**src/rtl/mips_pkg.sv**
```systemverilog
// Shared MIPS datapath constants: default widths, write-back requester indices,
// the hard-wired zero register, and a modulo-increment helper for pointers.
package mips_pkg;

    localparam int MEM_WIDTH_DEF  = 16;
    localparam int ADDR_WIDTH_DEF = 5;
    localparam int NREQ_DEF       = 3;

    localparam int REQ_ALU    = 0;
    localparam int REQ_LOAD   = 1;
    localparam int REQ_MULDIV = 2;

    localparam int REG_ZERO = 0;

    // (i + 1) mod n, for i already in 0..n-1
    function automatic int unsigned wrap_inc(input int unsigned i, input int unsigned n);
        return (i + 1 >= n) ? 0 : i + 1;
    endfunction

endpackage

```
**src/rtl/rr_arbiter.sv**
```systemverilog
// Combinational round-robin arbiter: grants the first set request found when
// scanning from ptr upward with wrap-around. Shared by write-back and memory port.
module rr_arbiter
    import mips_pkg::*;
#(
    parameter int NREQ  = 3,
    parameter int PTR_W = (NREQ > 1) ? $clog2(NREQ) : 1
) (
    input  logic [NREQ-1:0]  req,
    input  logic [PTR_W-1:0] ptr,
    output logic [NREQ-1:0]  grant
);

    logic [PTR_W-1:0] idx;
    logic             found;

    always_comb begin
        grant = '0;
        found = 1'b0;
        idx   = ptr;
        // An out-of-range pointer falls back to scanning from requester 0.
        if (32'(ptr) >= NREQ) begin
            idx = '0;
        end
        for (int k = 0; k < NREQ; k++) begin
            if (!found && req[idx]) begin
                grant[idx] = 1'b1;
                found      = 1'b1;
            end
            idx = PTR_W'(wrap_inc(32'(idx), NREQ));
        end
    end

endmodule

```
**src/rtl/regfile_wb_arbiter.sv**
```systemverilog
// Write-back arbiter for the register file write port: one grant per cycle, registered
// write stage. Define REGFILE_WB_FIXED_PRIO_EN for fixed priority (lowest index wins).
module regfile_wb_arbiter
    import mips_pkg::*;
#(
    parameter int MEM_WIDTH  = MEM_WIDTH_DEF,
    parameter int ADDR_WIDTH = ADDR_WIDTH_DEF,
    parameter int NREQ       = NREQ_DEF
) (
    input  logic                       clk,
    input  logic                       rst,
    input  logic [NREQ-1:0]            req_valid,
    input  logic [NREQ*ADDR_WIDTH-1:0] req_addr,
    input  logic [NREQ*MEM_WIDTH-1:0]  req_data,
    output logic [NREQ-1:0]            req_ready,
    input  logic                       wb_hold,
    output logic                       w_ena,
    output logic [ADDR_WIDTH-1:0]      w_addr,
    output logic [MEM_WIDTH-1:0]       w_data,
    output logic                       busy
);

    localparam int PTR_W = (NREQ > 1) ? $clog2(NREQ) : 1;

    logic [NREQ-1:0]       grant;
    logic [PTR_W-1:0]      scan_start;
    logic                  xfer;
    logic [ADDR_WIDTH-1:0] sel_addr;
    logic [MEM_WIDTH-1:0]  sel_data;

    logic                  w_ena_q, w_ena_d;
    logic [ADDR_WIDTH-1:0] w_addr_q, w_addr_d;
    logic [MEM_WIDTH-1:0]  w_data_q, w_data_d;

`ifdef REGFILE_WB_FIXED_PRIO_EN
    assign scan_start = PTR_W'(REQ_ALU);
`else
    logic [PTR_W-1:0] rr_ptr_q, rr_ptr_d;
    logic [PTR_W-1:0] sel_idx;

    always_comb begin
        sel_idx = '0;
        for (int i = 0; i < NREQ; i++) begin
            if (req_ready[i]) begin
                sel_idx = PTR_W'(i);
            end
        end
        rr_ptr_d = rr_ptr_q;
        if (xfer) begin
            rr_ptr_d = PTR_W'(wrap_inc(32'(sel_idx), NREQ));
        end
    end

    always_ff @(posedge clk or posedge rst) begin
        if (rst) begin
            rr_ptr_q <= PTR_W'(REQ_ALU);
        end else begin
            rr_ptr_q <= rr_ptr_d;
        end
    end

    assign scan_start = rr_ptr_q;
`endif

    rr_arbiter #(
        .NREQ  (NREQ),
        .PTR_W (PTR_W)
    ) u_rr_arbiter (
        .req   (req_valid),
        .ptr   (scan_start),
        .grant (grant)
    );

    // Grant suppressed during reset as well as hold, so no handshake can slip through.
    always_comb begin
        req_ready = grant;
        if (rst || wb_hold) begin
            req_ready = '0;
        end
        xfer     = |req_ready;
        sel_addr = '0;
        sel_data = '0;
        for (int i = 0; i < NREQ; i++) begin
            if (req_ready[i]) begin
                sel_addr = req_addr[i*ADDR_WIDTH +: ADDR_WIDTH];
                sel_data = req_data[i*MEM_WIDTH +: MEM_WIDTH];
            end
        end
    end

    // A register-0 transfer still completes; it just never raises the write enable.
    always_comb begin
        w_ena_d  = xfer && (sel_addr != ADDR_WIDTH'(REG_ZERO));
        w_addr_d = w_addr_q;
        w_data_d = w_data_q;
        if (xfer) begin
            w_addr_d = sel_addr;
            w_data_d = sel_data;
        end
    end

    always_ff @(posedge clk or posedge rst) begin
        if (rst) begin
            w_ena_q  <= 1'b0;
            w_addr_q <= '0;
            w_data_q <= '0;
        end else begin
            w_ena_q  <= w_ena_d;
            w_addr_q <= w_addr_d;
            w_data_q <= w_data_d;
        end
    end

    assign w_ena  = w_ena_q;
    assign w_addr = w_addr_q;
    assign w_data = w_data_q;
    assign busy   = |(req_valid & ~req_ready);

endmodule

```
**config.mk**
```make
export PLATFORM = sky130hd
export DESIGN_NAME = regfile_wb_arbiter
export DESIGN_NICKNAME = d
export VERILOG_FILES = /design/src/rtl/mips_pkg.sv /design/src/rtl/rr_arbiter.sv /design/src/rtl/regfile_wb_arbiter.sv
export SDC_FILE = /design/constraint.sdc
export NUM_CORES = 1
export LEC_CHECK = 0
export ABC_CLOCK_PERIOD_IN_PS = 2850
export CELL_PAD_IN_SITES_DETAIL_PLACEMENT = 0
export CELL_PAD_IN_SITES_GLOBAL_PLACEMENT = 1
export CORE_MARGIN = 1.5
export CORE_UTILIZATION = 25
export CTS_CLUSTER_DIAMETER = 200
export DETAILED_ROUTE_END_ITERATION = 16
export GPL_TIMING_DRIVEN = 0
export MAX_ROUTING_LAYER = met4
export PLACE_DENSITY_LB_ADDON = 0.1
export SYNTH_ARGS = -nofsm -noshare
export SYNTH_HDL_FRONTEND = slang
export SYNTH_SLANG_ARGS = --single-unit
```
**constraint.sdc**
```tcl
create_clock -name clk -period 2.85 [get_ports clk]
set_clock_uncertainty 0.1 [all_clocks]
set_input_delay 0.7125 -clock clk [delete_from_list [all_inputs] [get_ports clk]]
set_output_delay 0.7125 -clock clk [all_outputs]
set_load 0.02 [all_outputs]
```
==> parameters.txt, run 1 <==
Parameter                              Value

CTS
  H-tree Lvls    1
  CTS buffer count    3
  TritonCTS clock tree    done
  Clock net sink count    24
  Worst-skew pair later-pin latency    roughly 0.27 ns
  Clock-pin slew on the worst setup and hold paths    around 0.09 ns
  Library cell used as clock root buffer    clkbuf_8
  Post-cts hold buffer count    0
  Buffers from clock root to sink, at most    2

Yosys
  Cells taking the most area after synthesis    dfrtp_1 41%, a222oi_1 11%, a21oi_1 6.1%, nor2_1 4.6%, buf_6 4.6%
  Number of nets produced by synthesis    between 200 and 250
  Syn Inst Count    roughly 150
  Post-synth EDFFs    0
  Cell accounting for the most synthesized area    dfrtp_1
  Number of storage elements in the synthesis netlist    24
  Yosys warning total    0
  Fraction of synthesized cell area taken by the top area cell type    about two fifths
  Library cells used by synthesis    40
  Async S/R FF share, synth    100.0%
  Sequential-to-total area share from yosys stat    40.96%
  Most used flip-flop cell after synthesis    dfrtp_1
  Cell area after synthesis    between 1000 and 1500 um^2
  Synth Area per Inst    roughly 10 um^2

Global routing
  Initial antenna violation count    0
  First-pass GRT wire length    roughly 8.5 mm
  Number of global-route vias before repair    around 1700
  Maximum number of pins on one net before global-route repair    25
  Aggregate global routing overflow    0
  GR Util All Layers    17.79%

Worst setup path
  Worst R2R Setup Slack    approximately 0.090 ns
  Startpoint of the worst setup timing path    rr_ptr_q[1]
  RR Endpoint    w_ena
  Worst endpoint required time    just over 2 ns
  Startpoint of the worst register-to-register path    rr_ptr_q[1]
  Worst-case reg-to-reg path depth    12
  Worst setup path endpoint    busy
  Worst setup SP type    flip-flop
  Classification of the worst setup path    flip-flop to output port
  Worst endpoint data arrival time    about 2.3 ns
  Crit-path max FO    5
  Endpoint type of the worst setup path    output port

Route
  Drt drc    0
  Ratio of routed vias to standard cells    around 5
  Final routed wire length divided by cell count    between 15 and 20 um
  Detailed-routing iteration count for the pre-antenna-repair pass    5
  Total number of vias    about 1700
  Antenna viol nets, final    0
  Count of routing violations after the opening detailed-route iteration    83
  Final wirelength    roughly 5.6 mm

Placement
  Post-Place Cells    315
  Placed Instance Area    between 2000 and 3000 um^2
  RePlAce Congestion    between 0.7 and 0.8
  Port Buffers    between 90 and 100
  HPWL reported at the end of detailed placement    ~3.7 mm

Floorplan
  Die area    between 6000 and 7000 um^2
  Core footprint    between 5000 and 6000 um^2
  Vertical extent of the die    roughly 80 um
  Chip Width    between 70 and 80 um
  Floorplan row count    27
  Initial standard-cell utilization of the core    between 20% and 30%
  Count of pins on the block boundary    95

Timing
  Final critical-path share of the clock period    107.5%
  Final Slew Violations    0
  Count of final setup violators    3
  Final min period    ~3 ns
  Max transition margin    a little under two fifths
  Final hold violation count    0
  Least-Margin Pin Slew    between 0.9 and 1 ns
  Least setup slack across all paths after layout    -0.2149 ns
  Worst hold slack    roughly 0.40 ns
  F_max    326.3 MHz
  Unrepaired setup endpoints after global routing    yes

Run
  Count of maximum capacitance violations    0

Final layout
  ANT cells    0
  Ratio of cells with drive above 1 in the final layout    between 20% and 30%
  Non-filler cells, final    340
  Final Util    a little over half
  Total non-filler cell area in the finished layout    slightly below 3000 um^2
  Number of inserted filler cells in the final layout    523
  Final #Nets    approximately 340
  Area growth from synthesis to final layout    99.66%

Worst hold path
  Min-delay src    w_addr[0]
  Type of the tightest min-delay check    flip-flop to flip-flop

Outcome
  Violations in the final reports    negative setup slack
  Result of the run    complete, but fails checks

Power and ir drop
  PwrDens    between 900 and 1000 nW/um^2
  Leak Pwr    about 0.0012 uW
  Max IR drop VDD    approximately 0.44 mV
[repair_timing]
item / in CTS / in global routing
cloned: 0 / 1
hold endpoints to repair: 0 / 0
endpoints found under the setup margin: 24 / 23
buffers inserted: 16 / 7
gates resized for setup: 56 / 16
pin swaps: 14 / 9
[flip-flops by register name, indices dropped and copies added, names as in the netlist]
register  cells
w_data       16
w_addr        5
w_ena         1
rr_ptr_q      2
[area by class of cell]
class / instances / area (um^2) / area share [%]
timing repair buffer: 116 / 1124 / 38.38
tap: 72 / 90.09 / 3.077
clock inverter: 1 / 30.03 / 1.026
clock buffer: 3 / 41.29 / 1.410
sequential: 24 / 601.8 / 20.56
multi-input combinational: 108 / 907.1 / 30.98
inverter: 7 / 31.28 / 1.068
buffer: 9 / 102.6 / 3.504
[stage by stage]
| step | setup WS [ns] | TNS (ns) | total power (uW) |
|---|---|---|---|
| floorplan | 0.02504 | 0 | 1553 |
| global route | -0.3011 | -0.9023 | 3111 |
| global placement | -1.339 | -11.75 | 2179 |
| detailed placement | -1.328 | -11.89 | 2181 |
| CTS | -0.2050 | -0.3677 | 2775 |
| finish | -0.2149 | -0.4259 | 2912 |
[placed cells by master (no fill, tap or decap), types with 2 or more instances in the layout]
cell type	Yosys	layout
a22oi_1	3	3
nand4_1	2	2
dfrtp_1	24	23
clkbuf_8	0	3
a211oi_2	0	2
inv_1	6	3
or2_4	1	2
o21bai_1	2	2
o21ai_0	7	6
buf_4	3	23
inv_4	0	2
a21oi_1	18	17
nand3_1	4	4
nand2_1	7	7
a222oi_1	16	16
ha_4	0	3
clkdlybuf4s50_1	0	87
buf_6	6	10
inv_2	1	2
nor2_1	18	16
[how the worst min path moves through the flow]
stage	to	slack (ns)	cells past startpoint
2_1_floorplan	rr_ptr_q[0]	0.46	2
3_3_place_gp	w_addr[0]	0.37	1
3_5_place_dp	w_addr[0]	0.37	1
4_1_cts	w_addr[0]	0.40	1
5_1_grt	w_addr[0]	0.44	1
6_report	w_addr[0]	0.40	1
[power by group]
| group | switching, uW | total, uW | internal, uW |
|---|---|---|---|
| sequential | 99.0 | 614 | 515 |
| clock | 117 | 305 | 188 |
| combinational | 975 | 1990 | 1020 |
[logic make-up after synthesis]
kind of cell	share of synthesized area, %
adders and majority gates	3.413
muxes	0.6826
AOI/OAI and AO/OA	31.83
and+or+nand+nor	14.85
DFF	40.96
buffers and inverters	8.275
[synth_stat cells, types with 2 or more instances]
master     n
nand3_1    4
dfrtp_1   24
a22oi_1    3
o21ai_0    7
inv_1      6
a222oi_1  16
buf_4      3
nand2b_1   2
nand4_1    2
o21bai_1   2
nand2_1    7
a211oi_1   2
buf_6      6
o221ai_1   2
a21oi_1   18
nor2_1    18
ha_1       4
[routing by layer]
metal	part of all wire [%]	global-route usage, %	up-vias
met5	0	-	-
met1	47	23.59	818
met4	0.45	5.088	0
met2	46	28.22	66
li1	-	-	818
met3	6.9	2.629	4
[critical path: stages (launching register included)]
cell and delay, ns:
dfrtp_1 0.41, inv_2 0.09, ha_4 0.19, or2b_1 0.23
and4b_2 0.26, a311oi_4 0.30, nor3_4 0.09, buf_6 0.14
o221ai_4 0.13, buf_6 0.14
No activity file was read; power rests on OpenSTA's default activity.
==> run 2: changes to the inputs <==
--- a/config.mk
+++ b/config.mk
@@ -5,8 +5,8 @@
 export SDC_FILE = /design/constraint.sdc
 export NUM_CORES = 1
 export LEC_CHECK = 0
-export ABC_CLOCK_PERIOD_IN_PS = 2850
-export CELL_PAD_IN_SITES_DETAIL_PLACEMENT = 0
+export ABC_CLOCK_PERIOD_IN_PS = 3400
+export CELL_PAD_IN_SITES_DETAIL_PLACEMENT = 1
 export CELL_PAD_IN_SITES_GLOBAL_PLACEMENT = 1
 export CORE_MARGIN = 1.5
 export CORE_UTILIZATION = 25
@@ -15,6 +15,7 @@
 export GPL_TIMING_DRIVEN = 0
 export MAX_ROUTING_LAYER = met4
 export PLACE_DENSITY_LB_ADDON = 0.1
+export SKIP_CTS_REPAIR_TIMING = 1
 export SYNTH_ARGS = -nofsm -noshare
 export SYNTH_HDL_FRONTEND = slang
 export SYNTH_SLANG_ARGS = --single-unit
==> constraint.sdc (replaced) <==
create_clock -name clk -period 3.4 [get_ports clk]
set_clock_uncertainty 0.1 [all_clocks]
set_input_delay 0.85 -clock clk [delete_from_list [all_inputs] [get_ports clk]]
set_output_delay 0.85 -clock clk [all_outputs]
set_load 0.02 [all_outputs]
==> run 2 against run 1 <==
Against the previous run: the run now ends clean; core utilization decreased by 3.1 points; die area is the same; count of clock-buffer cells in the layout is 1 higher; sequential share of layout area up 1.3 points; sequential power shrank 17%; setup slack improved by 0.25 ns; cell count down 2.1%; largest power group unchanged; register-to-register slack gained 0.36 ns; via count shrank 0.23%.
==> parameters.txt, run 2 (synthesized netlist as in run 1, its figures left out) <==
Parameter                              Value

Power and ir drop
  Leak Pwr    0.001174 uW (was 0.001180 uW)
  PwrDens    789.5 nW/um^2 (was 994.5 nW/um^2)
  Max IR drop VDD    0.2916 mV (was 0.4416 mV)
  Total design power    2174 uW (was 2912 uW)

Floorplan
  Chip Width    79.59 um (unchanged)
  Die area    6334 um^2 (unchanged)
  Core footprint    5574 um^2 (unchanged)
  Vertical extent of the die    79.59 um (unchanged)
  Count of pins on the block boundary    95 (unchanged)
  Initial standard-cell utilization of the core    26.31% (unchanged)
  Floorplan row count    27 (unchanged)

Placement
  Placed Instance Area    2497 um^2 (was 2519 um^2)
  Setup Slack @ Placement    -1.158 ns (was -1.328 ns)
  Post-Place Cells    315 (unchanged)
  Port Buffers    94 (unchanged)
  RePlAce Congestion    0.7186 (was 0.7202)
  HPWL reported at the end of detailed placement    4.044 mm (was 3.727 mm)

Route
  Drt drc    0 (unchanged)
  Detailed-routing iteration count for the pre-antenna-repair pass    8 (was 5)
  Uppermost layer routed    met4 (unchanged)
  Ratio of routed vias to standard cells    5.111 (was 5.018)
  Final wirelength    5.569 mm (was 5.552 mm)
  Final routed wire length divided by cell count    16.72 um (was 16.33 um)
  Metal-1 WL    2.480 mm (was 2.584 mm)
  Count of routing violations after the opening detailed-route iteration    100 (was 83)
  Total number of vias    1702 (was 1706)
  Routed length on met2    2.712 mm (was 2.557 mm)
  Antenna viol nets, final    0 (unchanged)
  DR WL met3    356 um (was 384 um)

Worst hold path
  Type of the tightest min-delay check    flip-flop to flip-flop (unchanged)

Worst setup path
  Classification of the worst setup path    flip-flop to output port (unchanged)
  Endpoint type of the worst setup path    output port (unchanged)
  Worst setup SP type    flip-flop (unchanged)
  Worst R2R Setup Slack    0.45 ns (was 0.09 ns)
  Crit-path max FO    4 (was 5)
  Chain of cells forming the critical path    buf_4 > ha_2 > and3b_2 > o21ba_2 > nand4_1 > a21oi_2 > nand2b_1 > o221ai_1 > buf_4 (was inv_2 > ha_4 > or2b_1 > and4b_2 > a311oi_4 > nor3_4 > buf_6 > o221ai_4 > buf_6)
  Worst endpoint required time    2.45 ns (was 2.04 ns)
  Worst path buffer plus inverter count    2 (was 3)
  Cell with the most instances on the worst path    buf_4 (was buf_6)
  Family of cells with the greatest summed delay on the critical path    simple AND/OR/NAND/NOR gates (unchanged)
  Worst endpoint data arrival time    2.41 ns (was 2.25 ns)
  Maximum single-stage delay on the critical path    0.43 ns (was 0.41 ns)
  Worst path slowest cell    dfrtp_1 (unchanged)

Timing
  Least-Margin Pin Slew    0.9645 ns (was 0.9418 ns)
  Final min period    3.363 ns
  Least setup slack across all paths after layout    0.03674 ns (was -0.2149 ns)
  F_max    about 300 MHz
  Final critical-path share of the clock period    a little over nine tenths
  Max transition margin    35.63% (was 37.14%)
  Final hold violation count    0 (unchanged)
  Count of final setup violators    0 (was 3)
  Final Slew Violations    0 (unchanged)

Global routing
  Aggregate global routing overflow    0 (unchanged)
  GR Util All Layers    17.57% (was 17.79%)
  Initial antenna violation count    0 (unchanged)
  Number of global-route vias before repair    1683 (was 1717)
  First-pass GRT wire length    8.480 mm (was 8.500 mm)
  Maximum number of pins on one net before global-route repair    25 (unchanged)

Outcome
  Result of the run    completed (was complete, but fails checks)

CTS
  Library cell used as clock root buffer    clkbuf_8 (unchanged)
  CTS buffer count    3 (unchanged)
  Clock-pin slew on the worst setup and hold paths    0.09 ns (about the same)
  Worst-skew pair later-pin latency    0.26 ns (was 0.27 ns)
  Buffers from clock root to sink, at most    2 (unchanged)
  TritonCTS clock tree    done (unchanged)
  Clock net sink count    24 (unchanged)
  H-tree Lvls    1 (unchanged)

Final layout
  Final Util    49.41% (was 52.53%)
  Largest register FFs    16 (unchanged)
  Most common cell after layout, fill and taps aside    clkdlybuf4s50_1 (unchanged)
  Ratio of cells with drive above 1 in the final layout    19.54% (was 26.87%)
  Leading cell types in the layout, fill and taps excluded    87 x clkdlybuf4s50_1, 24 x dfrtp_1, 18 x nor2_1 (was 87 x clkdlybuf4s50_1, 23 x buf_4, 23 x dfrtp_1)
  Final #Nets    335 (was 342)
  Total non-filler cell area in the finished layout    2754 um^2 (was 2928 um^2)
  Area growth from synthesis to final layout    87.80% (was 99.66%)
  ANT cells    0 (unchanged)
  Non-filler cells, final    333 (was 340)

Run
  Count of maximum capacitance violations    0 (unchanged)
-- run 2: cell types whose count changed in the layout (fill, tap and decap cells not counted), sizes merged --
cell | previous run | this run
clkdlybuf4s15 | 1 | 0
buf | 35 | 25
dlymetal6s2s | 0 | 5
clkbuf | 4 | 5
dlygate4sd2 | 1 | 0
bufinv | 1 | 0
-- run 2: cell type report --
type,instances,area [um^2]
repair buffers,108,1064
well taps,72,90.09
clock buffers,4,55.05
multi-input cells,108,813.3
fillers,634,2820
flip-flops and latches,24,600.6
plain buffers,10,105.1
inverters,7,26.28
-- run 2: routing by layer --
| layer | GRT usage (%) | vias up |
|---|---|---|
| li1 | - | 808 |
| met1 | 22.69 | 831 |
| met2 | 29.24 | 61 |
| met3 | 3.657 | 2 |
| met4 | 2.105 | 0 |
| met5 | - | - |
-- run 2: per-stage QoR --
stage / hold slack (ns) / TNS [ns]
2_1_floorplan: 0.4633 / 0
3_3_place_gp: 0.3677 / -3.569
3_5_place_dp: 0.3761 / -3.570
4_1_cts: 0.3982 / -3.481
5_1_grt: 0.4369 / -0.1804
6_report: 0.3973 / 0
-- run 2: final timing paths --
| check | startpoint | cells after the start | to |
|---|---|---|---|
| hold / removal | w_addr[0] | 1 | w_addr[0] |
| max in group asynchronous | rst | 2 | w_data[4] |
| min in group asynchronous | rst | 2 | w_addr[0] |
| setup reg to reg | rr_ptr_q[0] | 11 | w_ena |
| setup / recovery | rr_ptr_q[0] | 9 | busy |
| hold reg to reg | w_addr[0] | 1 | w_addr[0] |
-- run 2: worst register-to-register path: cells and delay by family (launching register included) --
kind / cells / cell delay, ns
adder cells (fa/ha/maj): 1 / 0.23
multiplexers: 1 / 0.28
buffers and inverters: 3 / 0.47
AND/OR/NAND/NOR: 3 / 0.46
AO/OA/AOI/OAI: 3 / 0.84
flip-flops: 1 / 0.43
-- run 2: power breakdown --
part | internal, uW | leakage [uW] | switching [uW]
registers | 430 | 0.000277 | 78.6
logic | 724 | 0.000869 | 747
clock network | 103 | 0.0000288 | 90.9
total | 1260 | 0.00117 | 916
